### src/rtl/vv_update_scheduler_if.sv
// Bus bundle for vv_update_scheduler: step request with captured write operands,
// plus the shared register and step status.
interface vv_update_scheduler_if #(
    parameter int W        = 16,
    parameter int MAX_ITER = 8
);
    localparam int IW = $clog2(MAX_ITER + 1);

    // Handshake: start is a request sampled only while busy=0; blk_*/nba_* are captured
    // with it, later starts are dropped until done has pulsed for one cycle and busy falls.
    logic          start;
    logic          blk_valid;
    logic [W-1:0]  blk_data;
    logic          nba_valid;
    logic [W-1:0]  nba_data;
    logic [W-1:0]  x;
    logic          busy;
    logic          done;
    logic          loop_err;
    logic [IW-1:0] iter_cnt;
    logic [2:0]    state_dbg;

    modport master (
        output start, blk_valid, blk_data, nba_valid, nba_data,
        input  x, busy, done, loop_err, iter_cnt, state_dbg
    );

    modport slave (
        input  start, blk_valid, blk_data, nba_valid, nba_data,
        output x, busy, done, loop_err, iter_cnt, state_dbg
    );
endinterface

### src/rtl/vv_update_scheduler.sv
// Orders a blocking write, its watcher propagation, then a non-blocking write and its
// propagation into one shared register, with a bound on watcher iterations per step.
module vv_update_scheduler #(
    parameter int W              = 16,
    parameter int MAX_ITER       = 8,
    parameter int RETRIGGER_SELF = 0
) (
    input  logic                  clk,
    input  logic                  rst_n,
    vv_update_scheduler_if.slave  bus
);
    localparam int IW = $clog2(MAX_ITER + 1);

    typedef enum logic [2:0] {
        S_IDLE   = 3'd0,
        S_ACTIVE = 3'd1,
        S_WATCH1 = 3'd2,
        S_NBA    = 3'd3,
        S_WATCH2 = 3'd4,
        S_DONE   = 3'd5
    } state_t;

    state_t        state;
    logic [W-1:0]  x_q;
    logic          x0_seen;
    logic          blk_v_q;
    logic [W-1:0]  blk_d_q;
    logic          nba_v_q;
    logic [W-1:0]  nba_d_q;
    logic [IW-1:0] iter_q;
    logic          err_q;
    logic          done_q;
    logic          busy_q;

    logic fire;
    logic at_limit;

    assign fire     = (x_q[0] != x0_seen);
    assign at_limit = (iter_q == IW'(MAX_ITER));

    always_ff @(posedge clk or negedge rst_n) begin
        if (!rst_n) begin
            state   <= S_IDLE;
            x_q     <= '0;
            x0_seen <= 1'b0;
            blk_v_q <= 1'b0;
            blk_d_q <= '0;
            nba_v_q <= 1'b0;
            nba_d_q <= '0;
            iter_q  <= '0;
            err_q   <= 1'b0;
            done_q  <= 1'b0;
            busy_q  <= 1'b0;
        end else begin
            case (state)
                S_IDLE: begin
                    done_q <= 1'b0;
                    if (bus.start) begin
                        blk_v_q <= bus.blk_valid;
                        blk_d_q <= bus.blk_data;
                        nba_v_q <= bus.nba_valid;
                        nba_d_q <= bus.nba_data;
                        iter_q  <= '0;
                        err_q   <= 1'b0;
                        busy_q  <= 1'b1;
                        state   <= S_ACTIVE;
                    end
                end
                S_ACTIVE: begin
                    if (blk_v_q) x_q <= blk_d_q;
                    state <= S_WATCH1;
                end
                S_WATCH1, S_WATCH2: begin
                    if (fire && at_limit) begin
                        err_q  <= 1'b1;
                        done_q <= 1'b1;
                        state  <= S_DONE;
                    end else if (fire) begin
                        x_q    <= x_q + W'(1);
                        iter_q <= iter_q + IW'(1);
                        // Faulty mode keeps the stale bit, so the fresh x[0] looks like a new change.
                        x0_seen <= (RETRIGGER_SELF != 0) ? x_q[0] : ~x_q[0];
                    end else if (state == S_WATCH1 && nba_v_q) begin
                        state <= S_NBA;
                    end else begin
                        done_q <= 1'b1;
                        state  <= S_DONE;
                    end
                end
                S_NBA: begin
                    x_q     <= nba_d_q;
                    nba_v_q <= 1'b0;
                    state   <= S_WATCH2;
                end
                S_DONE: begin
                    done_q <= 1'b0;
                    busy_q <= 1'b0;
                    state  <= S_IDLE;
                end
                default: begin
                    done_q <= 1'b0;
                    busy_q <= 1'b0;
                    state  <= S_IDLE;
                end
            endcase
        end
    end

    assign bus.x         = x_q;
    assign bus.busy      = busy_q;
    assign bus.done      = done_q;
    assign bus.loop_err  = err_q;
    assign bus.iter_cnt  = iter_q;
    assign bus.state_dbg = state;
endmodule

### src/flat_wrapper.sv
// flat-port wrapper written by rule: the top's interface ports become plain ports
module vv_update_scheduler_flat 
#(
    parameter int W              = 16,
    parameter int MAX_ITER       = 8,
    parameter int RETRIGGER_SELF = 0
)
  (clk, rst_n, bus_start, bus_blk_valid, bus_blk_data, bus_nba_valid, bus_nba_data, bus_x, bus_busy, bus_done, bus_loop_err, bus_iter_cnt, bus_state_dbg);
  vv_update_scheduler_if #(.W(W), .MAX_ITER(MAX_ITER)) bus_i ();
  input  logic clk;
  input  logic rst_n;
  input wire logic [$bits(bus_i.start)-1:0] bus_start;
  input wire logic [$bits(bus_i.blk_valid)-1:0] bus_blk_valid;
  input wire logic [$bits(bus_i.blk_data)-1:0] bus_blk_data;
  input wire logic [$bits(bus_i.nba_valid)-1:0] bus_nba_valid;
  input wire logic [$bits(bus_i.nba_data)-1:0] bus_nba_data;
  output wire logic [$bits(bus_i.x)-1:0] bus_x;
  output wire logic [$bits(bus_i.busy)-1:0] bus_busy;
  output wire logic [$bits(bus_i.done)-1:0] bus_done;
  output wire logic [$bits(bus_i.loop_err)-1:0] bus_loop_err;
  output wire logic [$bits(bus_i.iter_cnt)-1:0] bus_iter_cnt;
  output wire logic [$bits(bus_i.state_dbg)-1:0] bus_state_dbg;
  assign bus_i.start = bus_start;
  assign bus_i.blk_valid = bus_blk_valid;
  assign bus_i.blk_data = bus_blk_data;
  assign bus_i.nba_valid = bus_nba_valid;
  assign bus_i.nba_data = bus_nba_data;
  assign bus_x = bus_i.x;
  assign bus_busy = bus_i.busy;
  assign bus_done = bus_i.done;
  assign bus_loop_err = bus_i.loop_err;
  assign bus_iter_cnt = bus_i.iter_cnt;
  assign bus_state_dbg = bus_i.state_dbg;
  vv_update_scheduler #(.W(W), .MAX_ITER(MAX_ITER), .RETRIGGER_SELF(RETRIGGER_SELF)) u_core (.clk(clk), .rst_n(rst_n), .bus(bus_i));
endmodule
### config.mk
export PLATFORM = sky130hd
export DESIGN_NAME = vv_update_scheduler_flat
export DESIGN_NICKNAME = d
export VERILOG_FILES = /design/src/rtl/vv_update_scheduler_if.sv /design/src/rtl/vv_update_scheduler.sv /design/src/flat_wrapper.sv
export SDC_FILE = /design/constraint.sdc
export NUM_CORES = 1
export LEC_CHECK = 0
export CORE_ASPECT_RATIO = 0.6
export CORE_MARGIN = 4
export CORE_UTILIZATION = 30
export DETAILED_ROUTE_END_ITERATION = 7
export PLACE_DENSITY_LB_ADDON = 0.15
export SETUP_SLACK_MARGIN = 0.2
export SLEW_MARGIN = 20
export SYNTH_ARGS = -nofsm -noshare
export SYNTH_HDL_FRONTEND = slang
export SYNTH_SLANG_ARGS = --single-unit
### constraint.sdc
create_clock -name clk -period 2.1 [get_ports clk]
set_input_delay 0.315 -clock clk [delete_from_list [all_inputs] [get_ports clk]]
set_output_delay 0.315 -clock clk [all_outputs]
set_load 0.02 [all_outputs]
-- Yosys cells after proc, flatten, opt, wreduce, memory -nomap -nowiden
Index checks and enable logic that the tools add are counted.
- add/subtract/negate cells: 2
- eq/ne operators: 13
- muxes and demuxes: 24
- bitwise operators: 4
- reduce and logical (&&, ||, !) cells: 18
- operator list (kind ; number):
    $mux 16 ; 3
    $pmux 16 s3 ; 1
    $add 16x1->16 const B ; 1
    $mux 3 ; 4
    $mux 4 ; 3
    $pmux 3 s4 ; 1
    $reduce_and 3->1 ; 3
    $pmux 1 s2 ; 4
    $pmux 4 s2 ; 1
    $reduce_and 2->1 ; 4
    $reduce_and 4->1 ; 2
    $mux 1 ; 7
    $eq 3x2->1 const B ; 2
    $ne 2x1->1 const B ; 3
    $add 4x1->4 const B ; 1
    $eq 4x4->1 const B ; 1
    $ne 2x2->1 const B ; 2
    $not 1->1 ; 4
    $reduce_bool 2->1 ; 2
    $reduce_or 2->1 ; 2
    $reduce_or 4->1 ; 1
    $eq 3x1->1 const B ; 1
    $eq 3x3->1 const B ; 1
    $logic_not 3->1 ; 1
    other kinds (5) ; 6
- flip-flop bits (word level): 61
- bits of input ports: 37
- output and inout bits: 26
- logic and storage cells: 72

-- Depth between registers and ports, before layout
Gate-level depths: netlist (run 1).
- word-level depth: 6
- mapped depth: 8
- depth with buffers taken out: 6

-- Least setup slack after synthesis (run 1)
No wires, ideal clock.
- path kind: register to register
- from: reg u_core.iter_q[0] (netlist: u_core.bus.iter_cnt[0])
- to: reg u_core.x_q[1] (netlist: u_core.bus.x[1])
- library setup time: 0.125 ns
- data arrival time: 2.022 ns
- data required time: 1.975 ns
- slack: -0.047 ns
- stages on the path, launching flop included: 8
- path buffers: 1
- period minus slack after synthesis: 2.147 ns
- path through: dfrtp_1 -> inv_1 -> ha_1 -> and3b_1 -> buf_2 -> o32ai_4 -> nand2b_4 -> mux2_4
- word-level cells in the longest chain between the ends: 4
- RTL lines (what ; RTL line ; text):
    from (decl) ; vv_update_scheduler.sv:30 ; logic [IW-1:0] iter_q;
    from (signal assigned) ; vv_update_scheduler.sv:80 ; iter_q <= iter_q + IW'(1);
    $eq 4x4->1 ; vv_update_scheduler.sv:39 ; assign at_limit = (iter_q == IW'(MAX_ITER));
    $logic_and 1x1->1 ; vv_update_scheduler.sv:74 ; if (fire && at_limit) begin
    $ne 2x2->1 (no line) ; - ;
    $reduce_and 4->1 (no line) ; - ;
    to (signal assigned) ; vv_update_scheduler.sv:70 ; if (blk_v_q) x_q <= blk_d_q;
    to (signal assigned) ; vv_update_scheduler.sv:79 ; x_q <= x_q + W'(1);
    to (signal assigned) ; vv_update_scheduler.sv:91 ; x_q <= nba_d_q;
    to (decl) ; vv_update_scheduler.sv:24 ; logic [W-1:0] x_q;
No other way between the ends.
A chain may end at the register's enable or synchronous reset.

-- Worst setup path after layout (run 1)
- from: reg u_core.x_q[0] (netlist: u_core.bus.x[0])
- to: out bus_x[0]
- RTL lines (what ; RTL line ; text):
    to (decl) ; flat_wrapper.sv:17 ; output wire logic [$bits(bus_i.x)-1:0] bus_x;
No word-level cell between the ends.

==> metrics.cfg, run 1 <==
[outcome]
status = finished with violations
violations = negative hold slack

[global_routing]
grt_pass1_wl_mm = 15.49
grt_pass1_vias = 2744
gr-total-overflow = 0
grt_start_max_net_pins = 62
grt_usage = 0.1611
antenna_found_initial = 0

[synthesis]
synth_top_area_cell = dfrtp_1
synth_fp_nets = 343
synth_area_sq_um = 3286
synth_edf_count = 0
synth_cells = 303
yosysTopAreaCellShare = 0.4646
synth_ff_type = dfrtp_1
synth.distinct_cells = 62
synth-seq-area-share = 0.4646
ys_warn_count = 0
synthTopCellsByArea = dfrtp_1 46%, mux2_2 11%, o2bb2ai_1 2.7%, o22ai_1 2.5%, a21oi_1 2.1%
ys_ff_latch = 61
avgSynthCellArea_sq_um = 10.84
postSynth.asyncResetShare = 1.000

[cells_and_area]
drive_above_1_share = 0.2706
areaGrowthSynthToFinish_pct = 39.49
layout_common_cells = 58 x clkdlybuf4s50_1, 57 x dfrtp_1, 32 x mux2_2
fin_util = 0.4311
nets = 423
regArea_sq_um = 1531
layout_commonest_cell = clkdlybuf4s50_1
num_antenna_cells = 0
n_fill_cell = 1000
multiInputGateArea_sq_um = 1638

[drt]
route.detailed.drc = 0
routed-via-count = 2832
wl_per_cell_um = 18.54
viasPerCell = 5.374
antenna_left = 0
drt_iter0_drc = 362
drt_wl_total_mm = 9.770
dr.pass1.iters = 5

[clock_tree]
htreeDepth = 3
cts_hold_buffers = 0
clock-root-buffer = clkbuf_16
cts_tree = done
clockBufferDepth = 2
clock-sinks = 61
clkTransAtPathRegs_ns = 0.05
clock_latency_ns = 0.33
numCtsBuffers = 9

[setup_path]
crit_path_end_kind = output port
timing.critical_path.buf_inv = 2
slowest_delay_ns = 0.60
crit_required_ns = 1.78
critPathLaunchType = register
crit_fanout = 5
crit_family = buffers and inverters
critical_path_arrival_ns = 1.58
crit_chain = buf_4, clkdlybuf4s50_1
r2r_start = u_core.bus.state_dbg[1]
criticalPathCategory = reg2out
cp-startpoint = u_core.bus.x[0]
r2r_slack_ns = 0.22
cpMaxStageDelayCell = clkdlybuf4s50_1
critical_path.reg2reg.endpoint = u_core.bus.x[11]
worst_r2r_path_depth = 5

[floorplanning]
fp.dieH_um = 89.07
core_area_sq_um = 10630
row_count = 29
start_util = 0.3091
dieWidth_um = 143.1
dieArea_sq_um = 12750
num_io_pins = 63

[job]
cap_violations = 0

[sta]
hold_ws_ns = -0.01981
post-route-min-period_ns = 1.894
setup_tns_ns = 0
tightest_slew_ns = 0.4340
finalSetupViolCount = 0
slew_headroom = 0.7076
rsz0062_at_grt = true
hold_viol = 19
slew_viol_final = 0
period_share = 0.9019
max_freq_mhz = 528.0
fin_skew_ns = 0.006913

[power_and_ir_drop]
p_per_area_nw_per_um2 = 1658
power_leakage_nw = 1.825
peakVddDrop_v = 0.0005090

[place]
gp_congestion = 0.8476
port_buffers = 62
hpwl_mm = 7.179

[worst_hold_path]
hp-class = in2async

==> area by class of cell <==
cell class / instances / share of cell area
clock buffers: 9 / 0.04914
repair buffers: 89 / 0.1884
inverters: 14 / 0.01147
well taps: 139 / 0.03795
clock inverters: 7 / 0.02157
multi-input cells: 208 / 0.3574
flip-flops and latches: 61 / 0.3342
==> worst register-to-register path, delay by kind of cell, from the launching register on <==
family | cells | cell delay, ns
buf+inv | 1 | 0.21
compound gates | 3 | 0.70
simple gates | 1 | 0.45
flops | 1 | 0.44
==> power breakdown <==
part,internal [mW],switching (mW)
combinational,1.82,1.88
clock,1.04,0.573
sequential,1.74,0.550
==> stage by stage <==
| step | worst slack [ns] | total power [mW] | instances | area, sq um |
|---|---|---|---|---|
| detailed placement | 0.1864 | 5.932 | 511 | 4199 |
| floorplan | 0.1923 | 4.512 | 303 | 3307 |
| CTS | 0.1887 | 7.588 | 527 | 4526 |
| global placement | 0.1500 | 5.912 | 511 | 4199 |
| finish | 0.2060 | 7.598 | 527 | 4583 |
| global route | 0.1696 | 8.094 | 527 | 4583 |
==> metal layers <==
| metal | wire [um] | global-route usage | part of all wire |
|---|---|---|---|
| met1 | 5324 | 0.2553 | 0.54 |
| met4 | 85 | 0.04055 | 0.0087 |
| met2 | 3702 | 0.2019 | 0.38 |
| met3 | 658 | 0.05559 | 0.067 |
| met5 | 0 | 0 | 0 |
==> logic make-up after synthesis <==
kind of cell | share of synthesized area
AOI/OAI and AO/OA | 0.1923
xor gates and xnor gates | 0.01524
adders and majority gates | 0.01143
buffers and inverters | 0.05484
DFF | 0.4646
muxes | 0.1207
and+or+nand+nor | 0.1409
==> cell usage after synthesis (3+ instances only) <==
cell type,count
dfrtp_1,61
mux2_2,32
nand2_1,18
a21oi_1,14
inv_1,13
o22ai_1,13
nor3_1,12
nand3_1,10
nor2_1,10
o2bb2ai_1,10
o21ai_0,9
a222oi_1,6
a31oi_1,6
buf_2,6
a32o_1,5
buf_6,5
clkbuf_1,5
nor4_1,5
nand4_1,4
a211oi_1,3
ha_1,3
nor2b_1,3
or3_1,3
==> sequential cells by signal (all words and copies together) (netlist names) <==
register	cells
u_core.bus.busy	1
u_core.blk_d_q	16
u_core.bus.state_dbg	3
u_core.bus.loop_err	1
u_core.nba_v_q	1
u_core.nba_d_q	16
u_core.bus.done	1
u_core.bus.x	16
u_core.x0_seen	1
u_core.blk_v_q	1
u_core.bus.iter_cnt	4
==> repair_timing <==
action,4_1_cts,5_1_grt
setup buffers,0,0
resized for setup,3,11
setup endpoints to repair,5,16
pin swaps,0,1
==> how the worst max path moves through the flow <==
stage / depth (start not counted) / slack (ns) / to
final: 2 / 0.21 / bus_x[0]
after global routing: 2 / 0.17 / bus_x[0]
after CTS: 5 / 0.19 / u_core.bus.x[12]
after detailed placement: 5 / 0.19 / u_core.bus.x[12]
after global placement: 5 / 0.15 / u_core.bus.x[14]
after floorplan: 7 / 0.19 / u_core.bus.x[1]
Note: power is estimated with default switching activity, not from simulation.
==> run 2: changes to the inputs <==
--- a/config.mk
+++ b/config.mk
@@ -6,7 +6,6 @@
 export NUM_CORES = 1
 export LEC_CHECK = 0
 export CORE_ASPECT_RATIO = 0.6
-export CORE_MARGIN = 4
 export CORE_UTILIZATION = 30
 export DETAILED_ROUTE_END_ITERATION = 7
 export PLACE_DENSITY_LB_ADDON = 0.15
==> metrics.cfg, run 2 (synthesized netlist as in run 1, its figures left out) <==
[outcome]
status = complete, no violations  ; was finished with violations

[drt]
viasPerCell = 5.300  ; was 5.374
routed-via-count = 2846  ; was 2832
wl_per_cell_um = 18.04  ; was 18.54 um
antenna_left = 0  ; unchanged
drt_iter0_drc = 236  ; was 362
dr.pass1.iters = 4  ; was 5
route.detailed.drc = 0  ; unchanged
drt_wl_total_mm = 9.685  ; was 9.770 mm

[power_and_ir_drop]
p_total_mw = 7.592  ; was 7.598 mW
p_per_area_nw_per_um2 = 1639  ; was 1658 nW/um^2
power_leakage_nw = 1.836  ; was 1.825 nW
peakVddDrop_v = 0.0005622  ; was 0.0005090 V

[setup_path]
slowest_delay_ns = 0.41  ; was 0.60 ns
cp-startpoint = u_core.bus.iter_cnt[1]  ; was u_core.bus.x[0]
critPathLaunchType = register  ; unchanged
r2r_start = u_core.bus.iter_cnt[1]  ; was u_core.bus.state_dbg[1]
crit_chain = inv_2, ha_4, and3b_2, o32ai_4, nand2b_4, mux2_4  ; was buf_4, clkdlybuf4s50_1
crit_family = simple AND/OR/NAND/NOR gates  ; was buffers and inverters
timing.critical_path.buf_inv = 1  ; was 2
crit_path_end_kind = register  ; was output port
crit_fanout = 7  ; was 5
r2r_slack_ns = 0.25  ; was 0.22 ns
worst_r2r_path_depth = 6  ; was 5
critical_path_arrival_ns = 2.07  ; was 1.58 ns
critical_path.reg2reg.endpoint = u_core.bus.x[1]  ; was u_core.bus.x[11]
criticalPathCategory = reg2reg  ; was reg2out
cpMaxStageDelayCell = o32ai_4  ; was clkdlybuf4s50_1
crit_required_ns = 2.32  ; was 1.78 ns
worst-path-stages = 6  ; was 2

[floorplanning]
dieWidth_um = 137.1  ; was 143.1 um
num_io_pins = 63  ; unchanged
fp.dieH_um = 83.07  ; was 89.07 um
row_count = 29  ; unchanged
start_util = 0.3101  ; was 0.3091
core_area_sq_um = 10600  ; was 10630 sq um
dieArea_sq_um = 11390  ; was 12750 sq um

[sta]
slew_headroom = 0.6653  ; was 0.7076
fin_skew_ns = 0.007328  ; was 0.006913 ns
period_share = 0.8815  ; was 0.9019
hold_ws_ns = 0.4901  ; was -0.01981 ns
slew_viol_final = 0  ; unchanged
rsz0062_at_grt = true  ; unchanged
post-route-min-period_ns = 1.851  ; was 1.894 ns
tightest_slew_ns = 0.5021  ; was 0.4340 ns
setup_tns_ns = 0  ; unchanged
hold_viol = 0  ; was 19
max_freq_mhz = 540.2  ; was 528.0 MHz
finalSetupViolCount = 0  ; unchanged

[place]
hpwl_mm = 7.228  ; was 7.179 mm
port_buffers = 62  ; unchanged
gp_congestion = 0.8159  ; was 0.8476

[cells_and_area]
areaGrowthSynthToFinish_pct = 40.97  ; was 39.49%
num_antenna_cells = 0  ; unchanged
fin_util = 0.4372  ; was 0.4311
nets = 433  ; was 423
layout_common_cells = 58 x clkdlybuf4s50_1, 57 x dfrtp_1, 32 x mux2_2, 32 x buf_4, 18 x nand2_1  ; was 58 x clkdlybuf4s50_1, 57 x dfrtp_1, 32 x mux2_2
drive_above_1_share = 0.2839  ; was 0.2706
layout_commonest_cell = clkdlybuf4s50_1  ; unchanged

[job]
cap_violations = 0  ; unchanged

[clock_tree]
htreeDepth = 3  ; unchanged
clock-sinks = 61  ; unchanged
clock_latency_ns = 0.33  ; about the same
clock-root-buffer = clkbuf_16  ; unchanged
clockBufferDepth = 2  ; unchanged
cts_tree = done  ; unchanged
numCtsBuffers = 9  ; unchanged
clkTransAtPathRegs_ns = 0.06  ; was 0.05 ns

[global_routing]
grt_pass1_vias = 2689  ; was 2744
antenna_found_initial = 0  ; unchanged
grt_start_max_net_pins = 29  ; was 62
grt_pass1_wl_mm = 15.61  ; was 15.49 mm
grt_usage = 0.1846  ; was 0.1611
gr-total-overflow = 0  ; unchanged

[worst_hold_path]
hp-class = in2async  ; unchanged

==> run 2: changes by cell type in the layout (fill, tap and decap cells not counted), moves of 2 or more <==
cell and change:
buf_4 +8, dlygate4sd2_1 +2, clkinvlp_4 +2, dlymetal6s2s_1 -2, clkinv_4 -2
==> run 2: worst max path at each step <==
stage,end,slack [ns]
floorplan,u_core.bus.x[1],0.19
global placement,u_core.bus.x[12],0.14
detailed placement,u_core.bus.x[3],0.20
CTS,u_core.bus.x[3],0.20
global route,u_core.bus.x[14],0.14
finish,u_core.bus.x[1],0.25
==> run 2: layout make-up <==
type	instances	area (sq um)
timing repair buffer	99	945.9
clock buffer	10	239.0
inverter	14	52.55
tap	139	173.9
multi-input combinational	208	1627
sequential	61	1531
fill	1018	5963
clock inverter	6	62.56
==> run 2: timing repair <==
action,in CTS,in global routing
hold buffers,1,0
buffers inserted,3,2
endpoints found under the setup margin,8,16
cloned,0,0
pin swaps,1,0
gates resized for setup,5,9
hold endpoints to repair,15,0
==> run 2: per-layer routing <==
layer | up-vias | GRT usage | wire length, um
met2 | 98 | 0.2167 | 3480
met5 | - | 0 | 0
met1 | 1392 | 0.3118 | 5530
met4 | 0 | 0.03896 | 62
li1 | 1349 | - | -
met3 | 7 | 0.05556 | 612
==> run 2: where the power goes <==
group	total, mW	internal (mW)	switching, mW
combinational	3.81	1.89	1.92
clock	1.50	0.945	0.559
sequential	2.27	1.74	0.538
==> run 2: metrics by stage <==
stage               instances  area (sq um)  setup WS, ns
floorplan                 303          3307        0.1923
CTS                       535          4576        0.2015
finish                    537          4632        0.2488
detailed placement        515          4242        0.2038
global placement          515          4242        0.1417
global route              537          4632        0.1421
==> run 3: changes to the inputs <==
--- a/config.mk
+++ b/config.mk
@@ -6,10 +6,11 @@
 export NUM_CORES = 1
 export LEC_CHECK = 0
 export CORE_ASPECT_RATIO = 0.6
+export CORE_MARGIN = 2
 export CORE_UTILIZATION = 30
 export DETAILED_ROUTE_END_ITERATION = 7
 export PLACE_DENSITY_LB_ADDON = 0.15
-export SETUP_SLACK_MARGIN = 0.2
+export SETUP_SLACK_MARGIN = 0.5
 export SLEW_MARGIN = 20
 export SYNTH_ARGS = -nofsm -noshare
 export SYNTH_HDL_FRONTEND = slang
==> metrics.cfg, run 3 (synthesized netlist as in run 1, its figures left out) <==
[drt]
viasPerCell = 5.383  ; was 5.300
wl_per_cell_um = 19.67  ; was 18.04 um
drt_wl_total_mm = 11.00  ; was 9.685 mm
dr.pass1.iters = 4  ; unchanged
routed-via-count = 3009  ; was 2846
route.detailed.drc = 0  ; unchanged
antenna_left = 0  ; unchanged
drt_iter0_drc = 232  ; was 236

[sta]
setup_tns_ns = 0  ; unchanged
period_share = 0.8733  ; was 0.8815
slew_viol_final = 0  ; unchanged
fin_skew_ns = 0.004570  ; was 0.007328 ns
hold_viol = 0  ; unchanged
finalSetupViolCount = 0  ; unchanged
rsz0062_at_grt = true  ; unchanged
max_freq_mhz = 545.3  ; was 540.2 MHz
tightest_slew_ns = 0.7792  ; was 0.5021 ns
slew_headroom = 0.4805  ; was 0.6653
post-route-min-period_ns = 1.834  ; was 1.851 ns

[setup_path]
critical_path_arrival_ns = 2.05  ; was 2.07 ns
criticalPathCategory = reg2reg  ; unchanged
cp-startpoint = u_core.bus.state_dbg[1]  ; was u_core.bus.iter_cnt[1]
endpoint = u_core.bus.x[1]  ; unchanged
worst_r2r_path_depth = 4  ; was 6
crit_fanout = 5  ; was 7
crit_required_ns = 2.31  ; was 2.32 ns
crit_path_end_kind = register  ; unchanged
critPathLaunchType = register  ; unchanged
r2r_slack_ns = 0.27  ; was 0.25 ns
critical_path.reg2reg.endpoint = u_core.bus.x[1]  ; unchanged
r2r_start = u_core.bus.state_dbg[1]  ; was u_core.bus.iter_cnt[1]

[clock_tree]
htreeDepth = 3  ; unchanged
cts_tree = done  ; unchanged
cts_hold_buffers = 0  ; was 1
clock_latency_ns = 0.33  ; about the same
clock-sinks = 61  ; unchanged
clockBufferDepth = 2  ; unchanged
clock-root-buffer = clkbuf_16  ; unchanged
numCtsBuffers = 9  ; unchanged
clkTransAtPathRegs_ns = 0.05  ; was 0.06 ns

[floorplanning]
fp.dieH_um = 85.07  ; was 83.07 um
dieArea_sq_um = 11830  ; was 11390 sq um
core_area_sq_um = 10630  ; was 10600 sq um
dieWidth_um = 139.1  ; was 137.1 um
row_count = 29  ; unchanged
start_util = 0.3091  ; was 0.3101
num_io_pins = 63  ; unchanged

[cells_and_area]
nets = 455  ; was 433
layout_common_cells = 55 x dfrtp_1, 35 x clkdlybuf4s50_1, 34 x buf_4  ; was 58 x clkdlybuf4s50_1, 57 x dfrtp_1, 32 x mux2_2, 32 x buf_4, 18 x nand2_1
fin_util = 0.4932  ; was 0.4372
drive_above_1_share = 0.3952  ; was 0.2839
layout_commonest_cell = dfrtp_1  ; was clkdlybuf4s50_1
num_antenna_cells = 0  ; unchanged
areaGrowthSynthToFinish_pct = 59.60  ; was 40.97%

[global_routing]
grt_usage = 0.1822  ; was 0.1846
grt_pass1_wl_mm = 16.46  ; was 15.61 mm
grt_pass1_vias = 2818  ; was 2689
grt_start_max_net_pins = 32  ; was 29
antenna_found_initial = 0  ; unchanged
gr-total-overflow = 0  ; unchanged

[power_and_ir_drop]
peakVddDrop_v = 0.0006705  ; was 0.0005622 V
power_leakage_nw = 2.209  ; was 1.836 nW
p_per_area_nw_per_um2 = 1643  ; was 1639 nW/um^2

[worst_hold_path]
hp-class = in2async  ; unchanged

[job]
cap_violations = 0  ; unchanged

[place]
hpwl_mm = 7.468  ; was 7.228 mm
port_buffers = 62  ; unchanged
gp_congestion = 0.8104  ; was 0.8159

[outcome]
status = complete, no violations  ; unchanged

==> run 3: power breakdown <==
| group | internal [mW] | total [mW] | switching (mW) |
|---|---|---|---|
| Combinational | 2.49 | 4.70 | 2.22 |
| Sequential | 1.74 | 2.34 | 0.602 |
| Clock | 1.04 | 1.57 | 0.531 |
==> run 3: how the worst min path moves through the flow <==
stage	startpoint	to	slack (ns)	depth (start not counted)
final	rst_n	u_core.bus.loop_err	0.07	1
after global placement	rst_n	u_core.bus.iter_cnt[2]	0.43	1
after global routing	rst_n	u_core.bus.iter_cnt[0]	0.12	1
after floorplan	rst_n	u_core.blk_d_q[0]	0.02	0
after CTS	rst_n	u_core.bus.iter_cnt[0]	0.09	1
after detailed placement	rst_n	u_core.bus.iter_cnt[2]	0.44	1
==> run 3: cell type report <==
class                      instances  area, sq um
sequential                        61         1534
fill                             948         5388
multi-input combinational        208         1958
timing repair buffer             121         1207
inverter                          14        61.31
clock inverter                     4        72.57
clock buffer                      12        236.5
tap                              139        173.9
==> run 3: metal layers <==
metal	vias to the layer above	routed length [um]	global-route usage
met5	-	0	0
met4	0	66	0.03581
met3	8	638	0.04458
met2	101	4329	0.2347
met1	1499	5961	0.2999
li1	1401	-	-
==> run 3: repair_timing <==
item	CTS	global route
cloned	1	4
endpoints found under the setup margin	80	55
resized for setup	57	37
pin swaps	17	17
setup buffers	14	8
==> run 3: worst max-delay path, stage by stage (launching register included) <==
cell and delay [ns]:
dfrtp_2 0.45, or3b_4 0.44, or3_4 0.43, nand2b_4 0.11
mux2_4 0.29
==> run 3: through the flow <==
step	hold WS [ns]	std cells	total power, mW	cell area, sq um	setup WS (ns)
2_1_floorplan	0.01941	303	4.915	3518	0.1929
3_3_place_gp	0.4328	516	6.252	4405	0.2046
3_5_place_dp	0.4362	516	6.276	4405	0.1843
4_1_cts	0.08650	547	8.190	4969	0.2884
5_1_grt	0.1238	559	9.061	5244	0.2309
6_report	0.06656	559	8.614	5244	0.2661
